## config.mk

```make
export PLATFORM = sky130hd
export DESIGN_NAME = r2sdf_stage
export DESIGN_NICKNAME = d
export VERILOG_FILES = /design/src/rtl/fft_pkg.sv /design/src/rtl/sdf_delay_line.sv /design/src/rtl/r2sdf_stage.sv
export SDC_FILE = /design/constraint.sdc
export NUM_CORES = 1
export LEC_CHECK = 0
export ABC_AREA = 0
export CAP_MARGIN = 20
export CORE_ASPECT_RATIO = 1.25
export CORE_MARGIN = 1.5
export CORE_UTILIZATION = 35
export DETAILED_ROUTE_END_ITERATION = 6
export PLACE_DENSITY_LB_ADDON = 0.25
export SYNTH_ARGS = -nofsm -noshare
export SYNTH_HDL_FRONTEND = slang
export SYNTH_SLANG_ARGS = --single-unit
```

## constraint.sdc

```tcl
create_clock -name CLK -period 2.4 [get_ports CLK]
set_input_delay 0.72 -clock CLK [delete_from_list [all_inputs] [get_ports CLK]]
set_output_delay 0.72 -clock CLK [all_outputs]
set_load 0.005 [all_outputs]
```

## src/rtl/fft_pkg.sv

```systemverilog
// Shared FFT datapath constants and stage state encoding, used by the
// radix-2 SDF stages and the downstream twiddle multiplier.
package fft_pkg;

   localparam int FFT_WORD_LENGTH  = 16;
   localparam int FFT_INT_LENGTH   = 0;
   localparam int FFT_FLOAT_LENGTH = 15;
   localparam int FFT_DEPTH        = 8;
   localparam int FFT_IDX_WIDTH    = 3;

   typedef enum logic [1:0] {
      ST_FILL    = 2'd0,
      ST_PHASE_A = 2'd1,
      ST_PHASE_B = 2'd2
   } sdf_state_e;

   function automatic bit is_pow2(input int value);
      return (value > 0) && ((value & (value - 1)) == 0);
   endfunction

endpackage

```

## src/rtl/sdf_delay_line.sv

```systemverilog
// Enable-shifted feedback delay line of an SDF stage; head_o is the oldest entry.
module sdf_delay_line
   import fft_pkg::*;
#(
   parameter int WIDTH = 2 * (FFT_WORD_LENGTH + 1),
   parameter int DEPTH = FFT_DEPTH
) (
   input  logic             clk_i,
   input  logic             rst_ni,
   input  logic             en_i,
   input  logic [WIDTH-1:0] din_i,
   output logic [WIDTH-1:0] head_o
);

   logic [WIDTH-1:0] mem_q [DEPTH];

   // shift one position per accepted sample, newest at index 0
   always_ff @(posedge clk_i or negedge rst_ni) begin
      if (!rst_ni) begin
         for (int k = 0; k < DEPTH; k++) begin
            mem_q[k] <= '0;
         end
      end else if (en_i) begin
         mem_q[0] <= din_i;
         for (int k = 1; k < DEPTH; k++) begin
            mem_q[k] <= mem_q[k-1];
         end
      end
   end

   assign head_o = mem_q[DEPTH-1];

endmodule

```

## src/rtl/r2sdf_stage.sv

```systemverilog
// Radix-2 single-path delay-feedback butterfly stage: emits sums then twiddle-indexed
// differences of samples N/2 apart, one registered sample per accepted input.
module r2sdf_stage
   import fft_pkg::*;
#(
   parameter int WORD_LENGTH  = FFT_WORD_LENGTH,
   parameter int INT_LENGTH   = FFT_INT_LENGTH,
   parameter int FLOAT_LENGTH = FFT_FLOAT_LENGTH,
   parameter int DEPTH        = FFT_DEPTH,
   parameter int IDX_WIDTH    = FFT_IDX_WIDTH
) (
   input  logic                         CLK,
   input  logic                         RST,
   input  logic                         clr,
   input  logic                         in_valid,
   input  logic signed [WORD_LENGTH-1:0] in_i,
   input  logic signed [WORD_LENGTH-1:0] in_q,
   output logic                         out_valid,
   output logic signed [WORD_LENGTH:0]  out_i,
   output logic signed [WORD_LENGTH:0]  out_q,
   output logic                         out_diff,
   output logic [IDX_WIDTH-1:0]         tw_idx
);

   localparam int OW = WORD_LENGTH + 1;
   localparam int CW = IDX_WIDTH + 1;

   if ((WORD_LENGTH != INT_LENGTH + FLOAT_LENGTH + 1) ||
       !is_pow2(DEPTH) || (DEPTH != (1 << IDX_WIDTH))) begin : g_param_check
      $error("r2sdf_stage: inconsistent word format or DEPTH/IDX_WIDTH");
   end

   sdf_state_e          state_q, state_d;
   logic [CW-1:0]       cnt_q, cnt_d;
   logic                out_valid_q, out_valid_d;
   logic signed [OW-1:0] out_i_q, out_i_d;
   logic signed [OW-1:0] out_q_q, out_q_d;
   logic                out_diff_q, out_diff_d;
   logic [IDX_WIDTH-1:0] tw_idx_q, tw_idx_d;

   logic                accept_s;
   logic                phase_b_s;
   logic                primed_s;
   logic                last_a_s;
   logic                last_b_s;
   logic signed [OW-1:0] in_i_ext_s, in_q_ext_s;
   logic signed [OW-1:0] head_i_s, head_q_s;
   logic signed [OW-1:0] sum_i_s, sum_q_s;
   logic signed [OW-1:0] diff_i_s, diff_q_s;
   logic [2*OW-1:0]     push_s;
   logic [2*OW-1:0]     head_s;

   // clr wins over a simultaneous sample, so nothing is accepted on a clear cycle
   assign accept_s  = in_valid & ~clr;
   assign phase_b_s = cnt_q[IDX_WIDTH];
   assign primed_s  = (state_q != ST_FILL);
   assign last_a_s  = (cnt_q == CW'(DEPTH - 1));
   assign last_b_s  = (cnt_q == CW'(2 * DEPTH - 1));

   assign in_i_ext_s = {in_i[WORD_LENGTH-1], in_i};
   assign in_q_ext_s = {in_q[WORD_LENGTH-1], in_q};
   assign head_i_s   = head_s[2*OW-1:OW];
   assign head_q_s   = head_s[OW-1:0];
   assign sum_i_s    = head_i_s + in_i_ext_s;
   assign sum_q_s    = head_q_s + in_q_ext_s;
   assign diff_i_s   = head_i_s - in_i_ext_s;
   assign diff_q_s   = head_q_s - in_q_ext_s;
   assign push_s     = phase_b_s ? {diff_i_s, diff_q_s} : {in_i_ext_s, in_q_ext_s};

   sdf_delay_line #(
      .WIDTH (2 * OW),
      .DEPTH (DEPTH)
   ) u_delay_line (
      .clk_i  (CLK),
      .rst_ni (RST),
      .en_i   (accept_s),
      .din_i  (push_s),
      .head_o (head_s)
   );

   // next state and sample counter; counter wraps naturally at 2*DEPTH
   always_comb begin
      state_d = state_q;
      cnt_d   = cnt_q;
      if (clr) begin
         state_d = ST_FILL;
         cnt_d   = '0;
      end else if (accept_s) begin
         cnt_d = cnt_q + {{IDX_WIDTH{1'b0}}, 1'b1};
         case (state_q)
            ST_FILL: begin
               if (last_a_s) begin
                  state_d = ST_PHASE_B;
               end else begin
                  state_d = ST_FILL;
               end
            end
            ST_PHASE_A: begin
               if (last_a_s) begin
                  state_d = ST_PHASE_B;
               end else begin
                  state_d = ST_PHASE_A;
               end
            end
            ST_PHASE_B: begin
               if (last_b_s) begin
                  state_d = ST_PHASE_A;
               end else begin
                  state_d = ST_PHASE_B;
               end
            end
            default: begin
               state_d = ST_FILL;
            end
         endcase
      end else begin
         state_d = state_q;
         cnt_d   = cnt_q;
      end
   end

   // output sample selection; data outputs hold when nothing is accepted
   always_comb begin
      out_valid_d = 1'b0;
      out_i_d     = out_i_q;
      out_q_d     = out_q_q;
      out_diff_d  = out_diff_q;
      tw_idx_d    = tw_idx_q;
      if (accept_s) begin
         out_valid_d = primed_s;
         if (phase_b_s) begin
            out_i_d    = sum_i_s;
            out_q_d    = sum_q_s;
            out_diff_d = 1'b0;
            tw_idx_d   = '0;
         end else begin
            out_i_d    = head_i_s;
            out_q_d    = head_q_s;
            out_diff_d = 1'b1;
            tw_idx_d   = cnt_q[IDX_WIDTH-1:0];
         end
      end else begin
         out_valid_d = 1'b0;
      end
   end

   // control and output registers
   always_ff @(posedge CLK or negedge RST) begin
      if (!RST) begin
         state_q     <= ST_FILL;
         cnt_q       <= '0;
         out_valid_q <= 1'b0;
         out_i_q     <= '0;
         out_q_q     <= '0;
         out_diff_q  <= 1'b0;
         tw_idx_q    <= '0;
      end else begin
         state_q     <= state_d;
         cnt_q       <= cnt_d;
         out_valid_q <= out_valid_d;
         out_i_q     <= out_i_d;
         out_q_q     <= out_q_d;
         out_diff_q  <= out_diff_d;
         tw_idx_q    <= tw_idx_d;
      end
   end

   assign out_valid = out_valid_q;
   assign out_i     = out_i_q;
   assign out_q     = out_q_q;
   assign out_diff  = out_diff_q;
   assign tw_idx    = tw_idx_q;

endmodule

```

# --- Yosys cells after proc, flatten, opt, wreduce, memory -nomap -nowiden ---
# Cells that the tools add are included.
totals:
  register_bits: 317
  latch_bits: 0
  ramBits: 0
  romBits: 0
  input_bits: 36
  output_inout_bits: 39
  elab_cells: 43
  memories: 0
classes:
  add_sub_neg: 5
  n_mul: 0
  n_div: 0
  magnitude_cmp: 0
  eq_ne: 4
  shift: 0
  n_mux: 14
  bitwise_logic: 2
  n_reduce_logical: 3
ops:
  columns: ["operator", "n"]
  rows:
  - ["adder 17 x 16 -> 17 bit", 2]
  - ["two-way mux 17 bit", 2]
  - ["two-way mux 34 bit", 1]
  - ["subtractor 17 x 16 -> 17 bit", 2]
  - ["two-way mux 2 bit", 5]
  - ["two-way mux 4 bit", 2]
  - ["case mux 2 bit (3 select lines)", 1]
  - ["adder 4 x 1 -> 4 bit, second input constant", 1]
  - ["equality test 4 x 3 -> 1 bit, second input constant", 1]
  - ["equality test 4 bit, second input constant", 1]
  - ["nonzero test 2 bit", 2]
  - ["two-way mux 3 bit", 1]
  - ["equality test 2 x 1 -> 1 bit, second input constant", 1]
  - ["equality test 2 bit, second input constant", 1]
  - ["logical NOT 2 bit", 1]
  - ["two-way mux 1 bit", 2]
  - ["bitwise AND 1 bit", 1]
  - ["NOT 1 bit", 1]

# --- Depth between registers and ports, before layout ---
# Gate-level depths: netlist of the first run.
logic_depth:
  ltp_word: 5
  depth_mapped: 11
  depth_no_buf: 11

# --- Modules after synthesis ---
# A second synthesis of the first run with hierarchy kept.
unflattened:
  cells_unflattened: 1377
  area_unflattened_um2: 16285.6
modules_own_cells:
  columns: ["mod", "n_inst", "cells_each", "area_each_um2", "seq_area_each_um2"]
  rows:
  - ["sdf_delay_line", 1, 608, 10659.0, 6806.5]
  - ["r2sdf_stage", 1, 769, 5626.6, 1126.1]

# --- Worst setup path after synthesis of the first run ---
# Ideal clock, no wire load.
synth_timing:
  kind: "in2reg"
  start: "in in_q[9]"
  end: "reg out_q_q[14], in the netlist out_q[14]"
  setup_time_ps: 132
  arrival_ps: 2633
  t_required_ps: 2268
  slack_ps: -365
  stages: 11
  n_path_buf: 1
  path_cell_list: "inv_1 -> ha_1 -> buf_6 -> or4_4 -> or2_4 -> o22a_1 -> o31ai_2 -> o21a_2 -> a21boi_1 -> xnor2_1 -> o22ai_1"
synth_between:
  elab_chain_cells: 2
synth_lines:
  columns: ["item", "line_no", "text"]
  rows:
  - ["from (decl)", "r2sdf_stage.sv:17", "input logic signed [WORD_LENGTH-1:0] in_q,"]
  - ["adder 17 x 16 -> 17 bit", "r2sdf_stage.sv:65", "assign sum_q_s = head_q_s + in_q_ext_s;"]
  - ["two-way mux 17 bit", "r2sdf_stage.sv:131", "if (phase_b_s) begin"]
  - ["to (signal assigned)", "r2sdf_stage.sv:162", "out_q_q <= out_q_d;"]
  - ["to (decl)", "r2sdf_stage.sv:37", "logic signed [OW-1:0] out_q_q, out_q_d;"]
# No other way between the ends.
# A chain may end at the register's enable or synchronous reset.

# --- Final worst setup path of the first run ---
layout_timing:
  start: "reg u_delay_line.mem_q, in the netlist u_delay_line.head_o[17]"
  end: "reg u_delay_line.mem_q[261] (netlist bit)"
layout_between:
  elab_chain_cells: 2
layout_lines:
  columns: ["item", "line_no", "text"]
  rows:
  - ["from (decl)", "sdf_delay_line.sv:15", "logic [WIDTH-1:0] mem_q [DEPTH];"]
  - ["from (signal, indexed assignment)", "sdf_delay_line.sv:26", "mem_q[k] <= mem_q[k-1];"]
  - ["subtractor 17 x 16 -> 17 bit", "r2sdf_stage.sv:66", "assign diff_i_s = head_i_s - in_i_ext_s;"]
  - ["two-way mux 34 bit", "r2sdf_stage.sv:68", "assign push_s = phase_b_s ? {diff_i_s, diff_q_s} : {in_i_ext_s, in_q_ext_s};"]
# No other way between the ends.

==> out/qor.yml, run 1 <==
max-cap-violations: 0
hpwl_um: 27380
grt_max_degree: 76
min_period_ps: 2504
ys_types: 64
cts_sinks: 317
outcome: "complete, but fails checks"
tightest_slew_ps: 482.3
endpoint_kind: "flip-flop"
synth_edf_count: 0
final_max_slew_viol_count: 0
hold_violations: 0
drtAntennaViolNets: 0
cp.arrival_ps: 2960
synthMuxAreaShare_pct: 1.418
drt_iter0_drc: 829
fmax_mhz: 399.3
cts_tree: "done"
synth_adder_area_share_pct: 5.751
wirelength_um: 39210
leakage_uw: 0.01058
path_clk_slew_ps: 60
cp_data_required_time_ps: 2860
design.die.area_um2: 45670
synth_nets: 1946
portBuffers: 74
std_cell_rows: 86
setup_slack_ps: -104.5
via_per_inst: 4.759
path_class: "flip-flop to flip-flop"
p_comb_share_pct: 27.8
yosysSeqAreaShare_pct: 51.06
ir_drop_mv: 0.5009
swShare_pct: 30.55
skew_ps: 22.47
pre_cts_slack_ps: -991.7
die_h_um: 238.5
clkLatencyLatePin_ps: 540
cpMaxStageDelayCell: "dfrtp_1"
power_density_nw_per_um2: 834.2
synth_cells: 1841
cts_buffer_depth: 3
numCtsBuffers: 34
drc: 0
areaGrowthSynthToFinish_pct: 33.68
setup.worst_path.start: "u_delay_line.head_o[17]"
first_pass_iters: 5
root_buffer: "clkbuf_16"
rsz0062_at_grt: "true"
path_cells: "buf_6, inv_4, ha_4, fa_2, nor2b_4, o21ai_2, a21oi_2, buf_4, o21ai_2, nand2b_1, buf_4, xor2_1, mux2i_1, o21ai_1"
die_w_um: 191.4
switchingPower_uw: 5292
routed-via-count: 12900
synth_async_sr_flop_share_pct: 100.0
final_cell_area_um2: 20770
synth_warnings: 0
synth_top_family_by_area: "simple AND/OR/NAND/NOR gates"
synth_xor_area_share_pct: 2.537
wl_per_cell_um: 14.47
internal_power_uw: 12030
ys.flop_type: "dfrtp_1"
dp.cells: 2631
final_cells: 2710
place_congestion: 0.8489
netlist_area_um2: 15530
violations: "setup timing"
dpl_cell_area_um2: 18970
diodes: 0
grt-ovfl-total: 0
synth_compound_area_share_pct: 10.49
fin_crit_sh_pct: 104.4
start_kind: "flip-flop"
rr_startpoint: "u_delay_line.head_o[17]"
htree_levels: 2
setup_violations: 7
seqPwrFrac_pct: 40.4
track_usage_pct: 17.46
syn_avg_cell_area_um2: 8.438
hold_path_class: "input port to asynchronous set/reset pin"
drive_gt1_share_pct: 21.84
ys_seq_elements: 317
grt_pass1_vias: 12640
grt_pass1_wl_um: 65200
clkPwrFrac_pct: 31.8
yosys.area_share.simple_pct: 24.40
ioPinCount: 75
cp_max_fo: 3
slew_headroom_pct: 67.85
nNetsFinal: 2219
core_area_um2: 43900
antenna_found_initial: 0
cpPeakStageDelay_ps: 430
initial_utilization_pct: 35.39
==> final cells by class <==
cell class	instances	area (um2)
clock buffer	50	1042
clock inverter	10	132.6
fill	4181	23130
inverter	66	282.8
multi-input combinational	1358	7731
sequential	317	7935
tap	572	715.7
timing repair buffer	337	2928
==> Yosys cell counts, types with 8 or more instances <==
library cell	instances	share of area, %
nor2_1	55	1.3
nand2b_1	9	0.36
o21ai_0	86	2.8
mux2i_1	22	1.4
nor4_1	8	0.32
nor3_1	24	0.77
or3_1	8	0.32
buf_2	33	1.1
dfrtp_1	317	51
inv_1	64	1.5
nand3_1	16	0.52
a21oi_1	94	3.0
nand2_1	788	19
ha_1	65	5.2
clkbuf_1	61	1.5
a211oi_1	12	0.58
xor2_1	9	0.51
and3_1	15	0.60
xnor2_1	36	2.0
nor2b_1	12	0.48
a21o_1	12	0.58
==> kinds of logic after synthesis <==
group / Yosys count
muxes: 22
DFF: 317
adders and majority gates: 69
buffers and inverters: 166
xor gates and xnor gates: 45
and+or+nand+nor: 949
AOI/OAI and AO/OA: 273
==> critical path, delay by kind of cell, from the launching register on <==
| kind | cells | cell delay, ps |
|---|---|---|
| flip-flops | 1 | 430 |
| AND/OR/NAND/NOR | 2 | 280 |
| multiplexers | 1 | 100 |
| AO/OA/AOI/OAI | 4 | 440 |
| buffers and inverters | 4 | 440 |
| XOR/XNOR | 1 | 150 |
| adder cells (fa/ha/maj) | 2 | 560 |
==> final timing paths <==
| check | depth (start not counted) | endpoint | slack (ps) |
|---|---|---|---|
| max in group asynchronous | 2 | cnt_q[3] | 1600 |
| min in group CLK | 2 | u_delay_line.mem_q[40] | 450 |
| max reg2reg | 14 | u_delay_line.mem_q[261] | -100 |
| max | 14 | u_delay_line.mem_q[261] | -100 |
| min | 1 | u_delay_line.mem_q[138] | 110 |
| min reg2reg | 2 | u_delay_line.mem_q[40] | 450 |
==> sequential cells by signal (all words and copies together) (netlist names) <==
signal and cells:
u_delay_line.head_o 34, tw_idx 3, out_i 17, state_q 2, out_q 17, cnt_q 4, u_delay_line.mem_q 238, out_valid 1
out_diff 1
==> metal layers <==
layer | up-vias | routed length [um] | global-route usage [%]
met5 | - | 0 | 0
met4 | 0 | 840 | 4.972
met3 | 55 | 1149 | 2.085
met2 | 181 | 17450 | 26.84
met1 | 6157 | 19770 | 25.77
li1 | 6503 | - | -
==> power groups by stage <==
stage / combinational [uW] / clock (uW) / sequential, uW
global placement: 4350 / 0 / 7050
finish: 4810 / 5510 / 7000
CTS: 4650 / 5670 / 7000
floorplan: 2520 / 0 / 6900
global route: 5380 / 5880 / 7120
detailed placement: 4410 / 0 / 7070
==> cells in the final DEF (no fill, tap or decap), types with 5 or more instances in the layout <==
cell | netlist | layout
nand2_1 | 788 | 787
dfrtp_1 | 317 | 315
buf_4 | 1 | 238
a21oi_1 | 94 | 66
o21ai_0 | 86 | 61
nor2_1 | 55 | 52
inv_1 | 64 | 46
clkdlybuf4s50_1 | 0 | 46
ha_1 | 65 | 39
clkbuf_16 | 0 | 35
xnor2_1 | 36 | 34
a21oi_2 | 0 | 24
ha_4 | 0 | 23
mux2i_1 | 22 | 21
nor3_1 | 24 | 21
o21ai_1 | 3 | 20
buf_12 | 0 | 18
nand3_1 | 16 | 15
and3_1 | 15 | 15
dlygate4sd2_1 | 0 | 15
inv_2 | 1 | 13
a21o_1 | 12 | 12
clkbuf_8 | 0 | 11
xor2_1 | 9 | 9
or3_1 | 8 | 7
nor2b_1 | 12 | 7
o21ai_2 | 0 | 7
buf_6 | 1 | 7
nand2b_1 | 9 | 6
o21bai_1 | 7 | 6
a211oi_2 | 0 | 6
nor4_1 | 8 | 6
o211ai_1 | 5 | 5
==> metrics by stage <==
stage          setup TNS [ps]  hold WS [ps]  utilization [%]  total power, uW
6_report               -417.1         106.8            47.30            17320
5_1_grt                 -1526         124.9            47.30            18380
4_1_cts                -252.6         115.0            46.73            17320
3_5_place_dp           -41420         446.7            43.22            11480
3_3_place_gp           -39950         444.8            43.22            11390
2_1_floorplan           -1443         424.4                -             9426
==> timing repair <==
action	4_1_cts	5_1_grt
setup endpoints to repair	48	39
setup buffers	12	8
resized for setup	99	73
hold buffers	0	0
cloned	0	0
pin swaps	40	64
Power figures use the tool's default switching activity.
==> inputs of run 2 (changes only) <==
CELL_PAD_IN_SITES_DETAIL_PLACEMENT = 1   (was default)
CELL_PAD_IN_SITES_GLOBAL_PLACEMENT = 1   (was default)
CORE_MARGIN = default   (was 1.5)
PLACE_DENSITY_LB_ADDON = 0.1   (was 0.25)
==> out/qor.yml, run 2 (synthesis gave the netlist of run 1 again) <==
outcome: "complete, but fails checks"
violations: "setup timing"
tightest_slew_ps: 586.0  # +103.7 ps
grt-ovfl-total: 0  # unchanged
skew_ps: 18.87  # -3.599 ps
clkPwrFrac_pct: 31.5  # -0.3 points
cts_buffer_depth: 3  # unchanged
fmax_mhz: 412.8  # +3.4%
drt_iter0_drc: 703  # -15%
start_kind: "input port"
met2WireLength_um: 20140  # +15%
portBuffers: 74  # unchanged
rsz0062_at_grt: "true"
htree_levels: 2  # unchanged
routed-via-count: 13220  # +2.5%
cp.arrival_ps: 2860  # -100 ps
fin_tns_setup_ps: -46.52  # +370.6 ps
path_class: "input port to flip-flop"
hold_path_class: "input port to asynchronous set/reset pin"
wirelength_um: 46220  # +18%
swShare_pct: 31.35  # +0.80 points
hold_violations: 0  # unchanged
place_congestion: 0.8751  # +3.1%
fin_util_pct: 48.11  # +0.80 points
fin_crit_sh_pct: 100.9  # -3.4 points
cp_max_fo: 2  # -1
cpMaxStageDelayCell: "clkdlybuf4s50_1"
setup_violations: 4  # -3
grt_pass1_vias: 13820  # +9.3%
ioPinCount: 75  # unchanged
hold_slack_ps: 84.87  # -21.96 ps
die_w_um: 190.4  # -0.52%
die_h_um: 237.5  # -0.42%
antenna_found_initial: 0  # unchanged
drc: 0  # unchanged
power_density_nw_per_um2: 847.4  # +1.6%
setup_slack_ps: -22.20  # +82.29 ps
grt_pass1_wl_um: 75570  # +16%
mostFrequentLayoutCell: "nand2_1"
diodes: 0  # unchanged
top_layer: "met4"
setup.worst_path.start: "in_q[12]"
areaGrowthSynthToFinish_pct: 34.37
switchingPower_uw: 5545  # +4.8%
seqPwrFrac_pct: 39.8  # -0.6 points
cpPeakStageDelay_ps: 510  # +80 ps
cts_sinks: 317  # unchanged
cts_tree: "done"
clkLatencyLatePin_ps: 560  # +20 ps
layout_common_cells: "nand2_1, dfrtp_1, buf_4"
core_area_um2: 43390  # -1.2%
path_cells: "clkdlybuf4s50_1, inv_2, ha_4, or3_4, nor3_4, nand2_1, a211oi_2, nor2_1, a211oi_2, xor2_1, o21ai_1"
cp_data_required_time_ps: 2830  # -30 ps
fillers: 5058  # +21%
ir_drop_mv: 0.4889  # -2.4%
endpoint_kind: "flip-flop"
std_cell_rows: 85  # -1.2%
reg2reg_depth: 10  # -4
rr_endpoint: "out_i[14]"
final_max_slew_viol_count: 0  # unchanged
initial_utilization_pct: 35.80  # +0.42 points
drtAntennaViolNets: 0  # unchanged
numCtsBuffers: 37  # +8.8%
max-cap-violations: 0  # unchanged
r2r_slack_ps: -10  # +90 ps
wl_per_cell_um: 17.10  # +18%
min_period_ps: 2422  # -82.30 ps
crit_end: "out_q[16]"
track_usage_pct: 21.10  # +3.6 points
internal_power_uw: 12140  # +0.93%
rr_startpoint: "u_delay_line.head_o[17]"
largest_reg_flops: 238  # unchanged
pre_cts_slack_ps: -984.7  # +6.969 ps
leakage_uw: 0.01056  # -0.22%
via_per_inst: 4.891  # +2.8%
nNetsFinal: 2218  # -0.045%
crit_top_cell: "a211oi_2"
met1_length_um: 23790  # +20%
first_pass_iters: 5  # unchanged
slew_headroom_pct: 60.57  # -7.3 points
largest_register: "u_delay_line.mem_q"
design.die.area_um2: 45240  # -0.94%
hold_buffers: 0  # unchanged
wl_met3_um: 1455  # +27%
drive_gt1_share_pct: 22.59  # +0.75 points
path_clk_slew_ps: 70  # about the same
p_comb_share_pct: 28.7  # +0.9 points
root_buffer: "clkbuf_16"
grt_max_degree: 55  # -28%
hpwl_um: 32000  # +17%
-- run 2: changes by cell type in the layout (fill, tap and decap cells not counted), sizes merged --
| cell | delta |
|---|---|
| clkdlybuf4s50 | +1 |
| buf | -3 |
| inv | -2 |
| clkinv | +1 |
| dlymetal6s2s | -1 |
| clkinvlp | +1 |
| clkdlybuf4s15 | +1 |
| clkbuf | +2 |
-- run 2: routing by layer --
layer	global-route usage (%)	vias to the layer above
met5	0	-
met4	4.824	0
met3	3.292	52
met2	31.83	148
met1	31.54	6533
li1	-	6487
-- run 2: worst max-delay path: cells and delay by family --
| family | cells | cell delay, ps |
|---|---|---|
| xor gates and xnor gates | 1 | 170 |
| buffers and inverters | 2 | 570 |
| adders and majority gates | 1 | 210 |
| AOI/OAI and AO/OA | 3 | 530 |
| and+or+nand+nor | 4 | 650 |
-- run 2: power by group through the flow --
| stage | Sequential (uW) | Combinational, uW | Clock (uW) |
|---|---|---|---|
| finish | 7040 | 5080 | 5570 |
| global route | 7170 | 5650 | 5950 |
| CTS | 7040 | 4960 | 5780 |
| detailed placement | 7110 | 4560 | 0 |
| global placement | 7070 | 4440 | 0 |
| floorplan | 6900 | 2520 | 0 |
-- run 2: timing repair --
item	CTS	global route
resized for setup	134	51
setup endpoints to repair	47	35
buffers inserted	14	5
pin swaps	57	48
-- run 2: worst min path at each step --
stage / end / slack, ps / cells past startpoint
after floorplan: cnt_q[0] / 420 / 0
after global placement: u_delay_line.mem_q[160] / 440 / 2
after detailed placement: u_delay_line.mem_q[136] / 450 / 2
after CTS: out_q[6] / 90 / 1
after global routing: out_q[6] / 110 / 1
final: out_q[6] / 80 / 1
-- run 2: area by class of cell --
class                           count  area [um2]  share of cell area, %
Clock buffer                       54        1070                  5.125
Clock inverter                     10       110.1                 0.5275
Inverter                           66       284.0                  1.361
Multi-Input combinational cell   1358        7863                  37.66
Sequential cell                   317        7936                  38.02
Tap cell                          565       706.9                  3.386
Timing Repair Buffer              333        2905                  13.92
-- run 2: stage by stage --
| step | total power, uW | std cells | instance area (um2) |
|---|---|---|---|
| finish | 17690 | 2703 | 20880 |
| global route | 18780 | 2703 | 20880 |
| CTS | 17780 | 2700 | 20700 |
| detailed placement | 11670 | 2624 | 18980 |
| global placement | 11510 | 2624 | 18980 |
| floorplan | 9426 | 1841 | 15930 |
